<file path="src/rtl/eth_pkg.sv">
// Shared Ethernet CRC-32 constants, FCS generator state type and byte-wise CRC update.
// Latency: none (package only).
// Backpressure: not applicable.
//
// Contents:
//   CRC32_POLY_REFL / CRC32_INIT / CRC32_RESIDUE : reflected IEEE 802.3 CRC-32 constants
//   crc32_byte(crc, data)                        : one byte of LSB-first CRC update
//   fcs_state_t                                  : FCS generator state encoding
package eth_pkg;

   localparam logic [31:0] CRC32_POLY_REFL = 32'hEDB88320;
   localparam logic [31:0] CRC32_INIT      = 32'hFFFFFFFF;
   // Register value left after a good frame plus its own FCS has been clocked through.
   localparam logic [31:0] CRC32_RESIDUE   = 32'hDEBB20E3;

   typedef enum logic [1:0] {
      IDLE  = 2'd0,
      ACCUM = 2'd1,
      SEND  = 2'd2
   } fcs_state_t;

   // Bitwise reflected CRC: data enters LSB first, one shift per bit.
   // Also intended for the RX FCS checker.
   function automatic logic [31:0] crc32_byte(input logic [31:0] crc, input logic [7:0] data);
      logic [31:0] c;
      c = crc;
      for (int i = 0; i < 8; i++) begin
         if ((c[0] ^ data[i]) == 1'b1)
            c = (c >> 1) ^ CRC32_POLY_REFL;
         else
            c = c >> 1;
      end
      return c;
   endfunction

endpackage

</file>
<file path="src/rtl/fcs_gen_tx_if.sv">
// Byte stream into the TX FCS generator and FCS bytes back out to the TX multiplexer.
// Latency: none (wires only).
// Backpressure: none; the consumer takes one FCS byte per cycle.
//
// Signals:
//   crc_init, crc_valid, crc_data[7:0], crc_last : frame byte stream (multiplexer side drives)
//   fcs_tx_data[7:0], fcs_tx_done, fcs_busy      : FCS output (generator drives)
interface fcs_gen_tx_if;

   logic       crc_init;
   logic       crc_valid;
   logic [7:0] crc_data;
   logic       crc_last;
   logic [7:0] fcs_tx_data;
   logic       fcs_tx_done;
   logic       fcs_busy;

   // Upstream / multiplexer side.
   modport master (
      output crc_init, crc_valid, crc_data, crc_last,
      input  fcs_tx_data, fcs_tx_done, fcs_busy
   );

   // FCS generator side.
   modport slave (
      input  crc_init, crc_valid, crc_data, crc_last,
      output fcs_tx_data, fcs_tx_done, fcs_busy
   );

endinterface

</file>
<file path="src/rtl/fcs_gen_tx.sv">
// Ethernet FCS generator: CRC-32 over transmitted header/payload bytes, then 4 FCS bytes.
// Latency: FCS bytes appear in cycles N+1..N+4 after the last byte is sampled at edge N.
// Backpressure: none; the consumer must accept one FCS byte per cycle.
//
// Ports:
//   aclk, areset : clock, asynchronous active-high reset
//   bus (slave)  : crc_init/crc_valid/crc_data/crc_last in; fcs_tx_data/fcs_tx_done/fcs_busy out
module fcs_gen_tx
   import eth_pkg::*;
(
   input  logic        aclk,
   input  logic        areset,
   fcs_gen_tx_if.slave bus
);

   fcs_state_t  r_state;
   fcs_state_t  w_state_nxt;
   logic [31:0] r_crc;
   logic [31:0] w_crc_nxt;
   logic [31:0] w_fcs;
   logic [1:0]  r_idx;
   logic [1:0]  w_idx_nxt;
   logic        r_busy;
   logic [7:0]  w_tx_data;
   logic        w_tx_done;

   always_comb begin
      w_state_nxt = r_state;
      w_crc_nxt   = r_crc;
      w_idx_nxt   = r_idx;
      w_tx_data   = 8'h00;
      w_tx_done   = 1'b0;
      w_fcs       = ~r_crc;

      case (r_state)
         IDLE: begin
            // Bytes outside a frame are not part of any CRC.
         end
         ACCUM: begin
            if (bus.crc_valid) begin
               w_crc_nxt = crc32_byte(r_crc, bus.crc_data);
               if (bus.crc_last) begin
                  w_state_nxt = SEND;
                  w_idx_nxt   = 2'd0;
               end
            end
         end
         SEND: begin
            // crc is frozen here; FCS goes out least significant byte first.
            w_tx_data = w_fcs[{r_idx, 3'b000} +: 8];
            w_tx_done = (r_idx == 2'd3);
            if (r_idx == 2'd3) begin
               w_state_nxt = IDLE;
               w_idx_nxt   = 2'd0;
            end else begin
               w_idx_nxt   = r_idx + 2'd1;
            end
         end
         default: begin
            w_state_nxt = IDLE;
            w_idx_nxt   = 2'd0;
         end
      endcase

      // A new frame start overrides everything, including a byte presented in
      // the same cycle; the aborted frame never signals completion.
      if (bus.crc_init) begin
         w_state_nxt = ACCUM;
         w_crc_nxt   = CRC32_INIT;
         w_idx_nxt   = 2'd0;
         w_tx_done   = 1'b0;
      end
   end

   always_ff @(posedge aclk or posedge areset) begin
      if (areset) begin
         r_state <= IDLE;
         r_crc   <= CRC32_INIT;
         r_idx   <= 2'd0;
         r_busy  <= 1'b0;
      end else begin
         r_state <= w_state_nxt;
         r_crc   <= w_crc_nxt;
         r_idx   <= w_idx_nxt;
         r_busy  <= (w_state_nxt != IDLE);
      end
   end

   assign bus.fcs_tx_data = w_tx_data;
   assign bus.fcs_tx_done = w_tx_done;
   assign bus.fcs_busy    = r_busy;

endmodule

</file>
<file path="src/flat_wrapper.sv">
// flat-port wrapper written by rule: the top's interface ports become plain ports
module fcs_gen_tx_flat import eth_pkg::*;
  (aclk, areset, bus_crc_init, bus_crc_valid, bus_crc_data, bus_crc_last, bus_fcs_tx_data, bus_fcs_tx_done, bus_fcs_busy);
  fcs_gen_tx_if bus_i ();
  input  logic aclk;
  input  logic areset;
  input wire logic [$bits(bus_i.crc_init)-1:0] bus_crc_init;
  input wire logic [$bits(bus_i.crc_valid)-1:0] bus_crc_valid;
  input wire logic [$bits(bus_i.crc_data)-1:0] bus_crc_data;
  input wire logic [$bits(bus_i.crc_last)-1:0] bus_crc_last;
  output wire logic [$bits(bus_i.fcs_tx_data)-1:0] bus_fcs_tx_data;
  output wire logic [$bits(bus_i.fcs_tx_done)-1:0] bus_fcs_tx_done;
  output wire logic [$bits(bus_i.fcs_busy)-1:0] bus_fcs_busy;
  assign bus_i.crc_init = bus_crc_init;
  assign bus_i.crc_valid = bus_crc_valid;
  assign bus_i.crc_data = bus_crc_data;
  assign bus_i.crc_last = bus_crc_last;
  assign bus_fcs_tx_data = bus_i.fcs_tx_data;
  assign bus_fcs_tx_done = bus_i.fcs_tx_done;
  assign bus_fcs_busy = bus_i.fcs_busy;
  fcs_gen_tx u_core (.aclk(aclk), .areset(areset), .bus(bus_i));
endmodule
</file>
<file path="config.mk">
export PLATFORM = sky130hd
export DESIGN_NAME = fcs_gen_tx_flat
export DESIGN_NICKNAME = d
export VERILOG_FILES = /design/src/rtl/eth_pkg.sv /design/src/rtl/fcs_gen_tx_if.sv /design/src/rtl/fcs_gen_tx.sv /design/src/flat_wrapper.sv
export SDC_FILE = /design/constraint.sdc
export NUM_CORES = 1
export LEC_CHECK = 0
export CORE_MARGIN = 2
export CORE_UTILIZATION = 57
export CTS_CLUSTER_SIZE = 25
export DETAILED_ROUTE_END_ITERATION = 10
export PLACE_DENSITY = 0.85
export SLEW_MARGIN = 20
export SYNTH_ARGS = -nofsm -noshare
export SYNTH_HDL_FRONTEND = slang
export SYNTH_SLANG_ARGS = --single-unit
export TNS_END_PERCENT = 30
</file>
<file path="constraint.sdc">
create_clock -name aclk -period 2.8 [get_ports aclk]
set_clock_uncertainty 0.1 [all_clocks]
set_input_delay 0.56 -clock aclk [delete_from_list [all_inputs] [get_ports aclk]]
set_output_delay 0.56 -clock aclk [all_outputs]
set_load 0.05 [all_outputs]
</file>
== Word level (Yosys, flattened, before mapping) ==
Index checks and enable logic that the tools add are counted.

* Register bits after elaboration: 37
* Logic and storage cells: 73
* Output and inout port bits: 10

* Muxes and demuxes: 38
* Eq/ne operators: 6
* Add/subtract/negate cells: 1
* Shift-type cells: 1
* Reduce and logical (&&, ||, !) cells: 6
* Bitwise logic cells: 17

{| class="wikitable"
|+ Operator list
! operator !! number
|-
| $mux 32 || 25
|-
| $not 13->14 || 8
|-
| $not 32->32 || 1
|-
| $shiftx 32x6->8 || 1
|-
| $mux 2 || 8
|-
| $pmux 2 s3 || 2
|-
| $mux 8 || 1
|-
| $xor 1x1->1 || 8
|-
| $ne 3x3->1 const B || 2
|-
| $reduce_bool 2->1 || 3
|-
| $eq 2x2->1 const B || 2
|-
| $reduce_and 3->1 || 1
|-
| $add 2x1->2 const B || 1
|-
| $eq 2x1->1 const B || 1
|-
| $logic_not 2->1 || 1
|-
| $mux 1 || 2
|-
| $ne 2x2->1 const B || 1
|-
| $reduce_and 2->1 || 1
|}

== Depth between registers and ports, before layout ==
Gate-level depths: netlist of the first run.

* Depth in word-level cells: 33
* Gate-level depth with buffers: 7

== Least setup slack after synthesis of the first run ==
OpenSTA, ideal clock, no wires.

* Kind: register to output
* From: register u_core.r_idx[0]
* To: output bus_fcs_tx_data[0]
* Arrival: 2.010 ns
* Setup slack: 0.130 ns
* Cell stages (with the launch flop): 4
* Path through: dfrtp_1 -> clkbuf_1 -> mux4_1 -> nor2_1

* Word-level cells in the longest chain between the ends: 2

{| class="wikitable"
|+ RTL lines
! item !! RTL line !! source
|-
| from (decl) || fcs_gen_tx.sv:21 || <nowiki>logic [1:0] r_idx;</nowiki>
|-
| from (signal assigned) || fcs_gen_tx.sv:84 || <nowiki>r_idx <= w_idx_nxt;</nowiki>
|-
| $shiftx 32x6->8 || fcs_gen_tx.sv:50 || <nowiki>w_tx_data = w_fcs[{r_idx, 3'b000} +: 8];</nowiki>
|-
| $mux 8 || fcs_gen_tx.sv:35 || <nowiki>case (r_state)</nowiki>
|-
| to (decl) || flat_wrapper.sv:11 || <nowiki>output wire logic [$bits(bus_i.fcs_tx_data)-1:0] bus_fcs_tx_data;</nowiki>
|}

No other way between the ends.

== Final worst setup path of the first run ==
* From: register u_core.r_idx[0]
* To: output bus_fcs_tx_data[4]

Same word-level chain as after synthesis.

==> impl_metrics.json, run 1 <==
{
  "outcome": "finished, final reports clean",
  "drv_slew": 0,
  "coreArea_sq_um": 4060,
  "fin_crit_ns": 2.60,
  "drive_above_1_share_pct": 32.0,
  "synth_ff_type": "dfstp_2",
  "holdPathEnd": "u_core.r_crc[22]",
  "r2r_end": "u_core.r_crc[19]",
  "htreeDepth": 2,
  "cts.reportedPaths.clkPinSlew_ns": 0.07,
  "synth_area_per_cell_sq_um": 11.1,
  "drt_first_pass_iters": 4,
  "ir_drop_uv": 640,
  "post_cts_buffers": 0,
  "holdWs_ns": 0.418,
  "cts_tree": "yes",
  "hold_path_class": "flop to flop",
  "rsz0062_at_grt": "false",
  "synth.area.top_cells": "dfstp_2, xnor2_1, xor2_1, nor2_1, mux4_2",
  "yosysTopAreaCell": "dfstp_2",
  "critPathSlowestCell": "dfrtp_1",
  "cts_root_buf": "clkbuf_8",
  "grt-ovfl-total": 0,
  "place.gp.congestion": 0.886,
  "period_share_pct": 92.8,
  "cts_made_buffers": 5,
  "cts-hold-fix-buffers": 0,
  "wire_per_inst_microns": 17.1,
  "synth_area_sq_um": 2440,
  "power-per-cell-area_nw_per_um2": 1120,
  "synth_warnings": 0,
  "rrSetupSlack_ns": 0.72,
  "hold_viol": 0,
  "worstSetupStartpointType": "flop",
  "tightestPinTransition_ns": 0.696,
  "grt_pass1_vias": 1748,
  "crit_path_end_kind": "primary output",
  "r2r_start": "u_core.r_crc[0]",
  "finalNetCount": 269,
  "finalSetupViolations": 0,
  "ctsResizeCount": 0,
  "synthTopCellsByCount": "nor2_1, xnor2_1, dfstp_2, a21oi_1, xor2_1",
  "relSlewSlack_pct": 53.5,
  "num_antenna_cells": 0,
  "crit_required_ns": 2.14,
  "power_leakage_uw": 0.00108,
  "insertion_delay_ns": 0.29,
  "synth_cells": 220,
  "hold_path_startpoint": "u_core.r_crc[22]",
  "r2r_cells": 5,
  "place_hpwl_microns": 3830,
  "synth_top_area_share_pct": 34.5,
  "area_delta_synth_final_pct": 21.4,
  "hold_depth": 2,
  "worstPathCellList": "buf_4 -> mux4_2 -> nor2_1 -> buf_12",
  "io_buffers": 22,
  "drc": 0,
  "die_h_microns": 69.4,
  "drtAntennaViolNets": 0,
  "setup_tns_ns": 0,
  "fp.dieW_microns": 69.4,
  "cp_max_fo": 7,
  "first_iter_violations": 149,
  "ioPinCount": 23,
  "synth.most_common_cell": "nor2_1",
  "async_flop_share_pct": 100,
  "max_freq_mhz": 385,
  "clkSinkCount": 37,
  "synth-edff-count": 0,
  "grt_max_degree": 28,
  "ys_seq_area_share_pct": 39.6,
  "route.vias.total": 1675,
  "start_util_pct": 60.1,
  "drt-total-wl_microns": 5220,
  "dieArea_sq_um": 4820,
  "grt_usage_pct": 24.2,
  "antenna_found_initial": 0,
  "drv_cap": 0,
  "cts_buffer_depth": 2,
  "synth_seq_cells": 37,
  "grt_pass1_wl_microns": 8940,
  "crit_buf_inv": 2,
  "worstSetupPathType": "flop to primary output",
  "post_drt_via_cell_ratio": 5.47,
  "cp.arrival_ns": 1.94,
  "slowest_delay_ns": 0.55,
  "cpLargestDelayFamily": "flip-flops",
  "ys_types": 32,
  "rows": 23,
  "synth.net_count": 234
}
==> routing by layer <==
metal | vias up | track usage (%) | part of all wire (%)
met5 | - | 0 | 0
met4 | 0 | 6.97 | 1.3
met3 | 7 | 4.65 | 4.6
met2 | 36 | 39.9 | 50
met1 | 835 | 32.8 | 44
li1 | 797 | - | -
==> metrics by stage <==
| step | util (%) | instance area, sq um | power, uW | cells | setup WS (ns) |
|---|---|---|---|---|---|
| after CTS | 73.0 | 2960 | 3340 | 306 | 0.183 |
| after floorplan | - | 2440 | 2550 | 220 | 0.130 |
| final | 73.0 | 2960 | 3320 | 306 | 0.200 |
| after detailed placement | 71.0 | 2880 | 2960 | 298 | 0.159 |
| after global routing | 73.0 | 2960 | 3570 | 306 | 0.0978 |
| after global placement | 71.0 | 2880 | 2900 | 298 | 0.222 |
==> kinds of logic (layout without fill, tap and decap cells) <==
kind of cell	Yosys count	count (layout)	synth area share [%]
AO/OA/AOI/OAI	37	37	8.72
XOR/XNOR	71	71	32.1
adder cells (fa/ha/maj)	1	1	0.513
buffers and inverters	12	48	2.36
flip-flops	37	37	39.6
multiplexers	8	8	7.54
AND/OR/NAND/NOR	54	54	9.18
==> where the power goes <==
group | internal, uW | leakage [uW] | total [uW] | switching [uW]
registers | 814 | 0.000399 | 991 | 177
clock network | 177 | 0.0000395 | 360 | 183
logic | 1040 | 0.000640 | 1970 | 930
total | 2030 | 0.00108 | 3320 | 1290
==> worst register-to-register path: stages, from the launching register on <==
cell and delay (ns):
dfstp_2 0.60, xor2_4 0.27, xor2_4 0.26, xnor2_2 0.19
xnor3_1 0.45, a21oi_1 0.16
==> registers in the layout, summed over array words and instances, names as in the netlist <==
signal,cells
u_core.bus.fcs_busy,1
u_core.r_crc,32
u_core.r_state,2
u_core.r_idx,2
==> cell type report <==
| cell class | instances | area, sq um |
|---|---|---|
| Clock buffer | 8 | 80.1 |
| Tap cell | 50 | 62.6 |
| Multi-Input combinational cell | 171 | 1420 |
| Inverter | 2 | 7.51 |
| Fill cell | 283 | 1100 |
| Timing Repair Buffer | 38 | 430 |
| Sequential cell | 37 | 966 |
==> worst max-delay path by stage <==
stage                          from            endpoint  slack [ns]  depth (start not counted)
finish              u_core.r_idx[0]  bus_fcs_tx_data[4]        0.20                          4
global route        u_core.r_idx[0]  bus_fcs_tx_data[4]         0.1                          4
CTS                 u_core.r_idx[0]  bus_fcs_tx_data[5]        0.18                          4
detailed placement  bus_crc_data[3]    u_core.r_crc[19]        0.16                          5
global placement    bus_crc_data[0]    u_core.r_crc[19]        0.22                          6
floorplan           u_core.r_idx[0]  bus_fcs_tx_data[0]        0.13                          3
==> placed cells by master (no fill, tap or decap) <==
cell,n
a211o_1,4
a211o_2,1
a21o_1,1
a21oi_1,28
a31oi_1,1
buf_12,9
buf_4,16
clkbuf_1,3
clkbuf_8,5
clkdlybuf4s50_1,13
dfrtp_1,5
dfstp_2,32
ha_1,1
inv_1,2
mux4_1,1
mux4_2,7
nand2_1,2
nand2b_1,2
nand3_1,2
nand3b_1,1
nor2_1,43
nor2_2,1
nor2b_1,1
nor3_1,1
nor3b_1,1
o21ai_0,1
o22a_1,1
xnor2_1,38
xnor2_2,5
xnor2_4,3
xnor3_1,1
xnor3_2,1
xor2_1,21
xor2_4,2
Note: power is estimated with default switching activity, not from simulation.
==> run 2: changes to the inputs <==
--- a/config.mk
+++ b/config.mk
@@ -6,10 +6,9 @@
 export NUM_CORES = 1
 export LEC_CHECK = 0
 export CORE_MARGIN = 2
-export CORE_UTILIZATION = 57
-export CTS_CLUSTER_SIZE = 25
+export CORE_UTILIZATION = 47
 export DETAILED_ROUTE_END_ITERATION = 10
-export PLACE_DENSITY = 0.85
+export PLACE_DENSITY = 0.73
 export SLEW_MARGIN = 20
 export SYNTH_ARGS = -nofsm -noshare
 export SYNTH_HDL_FRONTEND = slang
==> impl_metrics.json, run 2 (synthesis gave the netlist of run 1 again) <==
{
  "insertion_delay_ns": 0.30,
  "cp_max_fo": 6,
  "drv_cap": 0,
  "power_leakage_uw": 0.00110,
  "grt-ovfl-total": 0,
  "place_hpwl_microns": 3790,
  "drv_slew": 0,
  "grt_use_met2_pct": 30.9,
  "cts_tree": "yes",
  "finalNetCount": 271,
  "p_total_uw": 3400,
  "nFillCells": 421,
  "post_cts_buffers": 0,
  "fp.dieW_microns": 76.0,
  "drtAntennaViolNets": 0,
  "worstSetupPathType": "flop to primary output",
  "max_freq_mhz": 385,
  "cts_buffer_depth": 2,
  "crit_required_ns": 2.14,
  "cts-hold-fix-buffers": 0,
  "grt_pass1_vias": 1750,
  "period_share_pct": 92.7,
  "final_cell_mix": "nor2_1, xnor2_1, dfstp_2",
  "gr-usage-met1_pct": 29.1,
  "grt_pass1_wl_microns": 9110,
  "start_util_pct": 48.4,
  "drc": 0,
  "drt-total-wl_microns": 5300,
  "relSlewSlack_pct": 58.4,
  "grt_max_degree": 28,
  "outcome": "finished, final reports clean",
  "drive_above_1_share_pct": 33.7,
  "first_iter_violations": 139,
  "reg_top3": "u_core.r_crc: 32 flops, u_core.r_idx: 2 flops, u_core.r_state: 2 flops",
  "htreeDepth": 2,
  "cts.reportedPaths.clkPinSlew_ns": 0.08,
  "ctsResizeCount": 0,
  "place.gp.congestion": 0.811,
  "cts_made_buffers": 5,
  "worstSetupStartpointType": "flop",
  "area_delta_synth_final_pct": 24.0,
  "drt_first_pass_iters": 4,
  "rsz0062_at_grt": "false",
  "cp.arrival_ns": 1.93,
  "final_common_cell": "nor2_1",
  "power-per-cell-area_nw_per_um2": 1120,
  "fin_crit_ns": 2.59,
  "hold_viol": 0,
  "rows": 26,
  "hold_path_class": "flop to flop",
  "num_antenna_cells": 0,
  "antenna_found_initial": 0,
  "io_buffers": 22,
  "crit_path_end_kind": "primary output",
  "finalSetupViolations": 0,
  "multi_input_area_sq_um": 1420,
  "largest_reg_flops": 32,
  "ir_drop_uv": 585,
  "ioPinCount": 23,
  "grt_usage_pct": 20.2,
  "cts_root_buf": "clkbuf_8",
  "dieArea_sq_um": 5780,
  "route.vias.total": 1710,
  "post_drt_via_cell_ratio": 5.21,
  "top_register": "u_core.r_crc",
  "tightestPinTransition_ns": 0.620,
  "clkSinkCount": 37,
  "ff_latch_area_sq_um": 966,
  "wire_per_inst_microns": 16.1,
  "setup_tns_ns": 0,
  "die_h_microns": 76.0,
  "coreArea_sq_um": 5040,
  "grt_use_met3_pct": 4.15,
  "busiest_layer": "met2"
}
[run 2: cell types whose count changed in the layout (fill, tap and decap cells not counted), sizes merged]
cell    delta
clkbuf     -1
clkinv     +1
buf        +2
[run 2: cell type report]
class,instances,share of cell area (%)
multi-input cells,171,46.8
flip-flops and latches,37,32.0
repair buffers,40,14.7
clock buffers,7,3.19
well taps,70,2.90
inverters,2,0.248
clock inverters,1,0.166
[run 2: stage by stage]
| stage | hold WS [ns] | setup slack (ns) | instances | utilization (%) | instance area (sq um) |
|---|---|---|---|---|---|
| 2_1_floorplan | 0.392 | 0.130 | 220 | - | 2440 |
| 4_1_cts | 0.420 | 0.203 | 328 | 60.0 | 3020 |
| 3_5_place_dp | 0.407 | 0.126 | 320 | 57.9 | 2920 |
| 3_3_place_gp | 0.405 | 0.171 | 320 | 57.9 | 2920 |
| 5_1_grt | 0.437 | 0.169 | 328 | 60.0 | 3020 |
| 6_report | 0.418 | 0.206 | 328 | 60.0 | 3020 |
[run 2: metal layers]
layer,routed length [microns],share of wire (%),vias to the layer above
li1,-,-,814
met1,2510,47,859
met2,2530,48,31
met3,180,3.4,6
met4,74,1.4,0
met5,0,0,-
[run 2: critical path: stages (launching register included)]
cell and delay (ns):
dfrtp_1 0.51, buf_4 0.23, mux4_2 0.50, nor2_1 0.22, buf_12 0.18
[run 2: power breakdown]
part           internal (uW)  total, uW  switching, uW
Combinational           1060       1990            932
Clock                    223        421            199
Sequential               813        983            170
Total                   2100       3400           1300
[run 2: path summary, 6_finish.rpt]
| check | from | end | slack (ns) | depth (start not counted) |
|---|---|---|---|---|
| max reg2reg | u_core.r_crc[0] | u_core.r_crc[19] | 0.65 | 5 |
| max in group asynchronous | areset | u_core.r_crc[3] | 1.41 | 3 |
| min in group asynchronous | areset | u_core.r_state[1] | 0.52 | 2 |
| max | u_core.r_idx[1] | bus_fcs_tx_data[6] | 0.21 | 4 |
| min reg2reg | u_core.r_crc[22] | u_core.r_crc[22] | 0.42 | 2 |
| min | u_core.r_crc[22] | u_core.r_crc[22] | 0.42 | 2 |
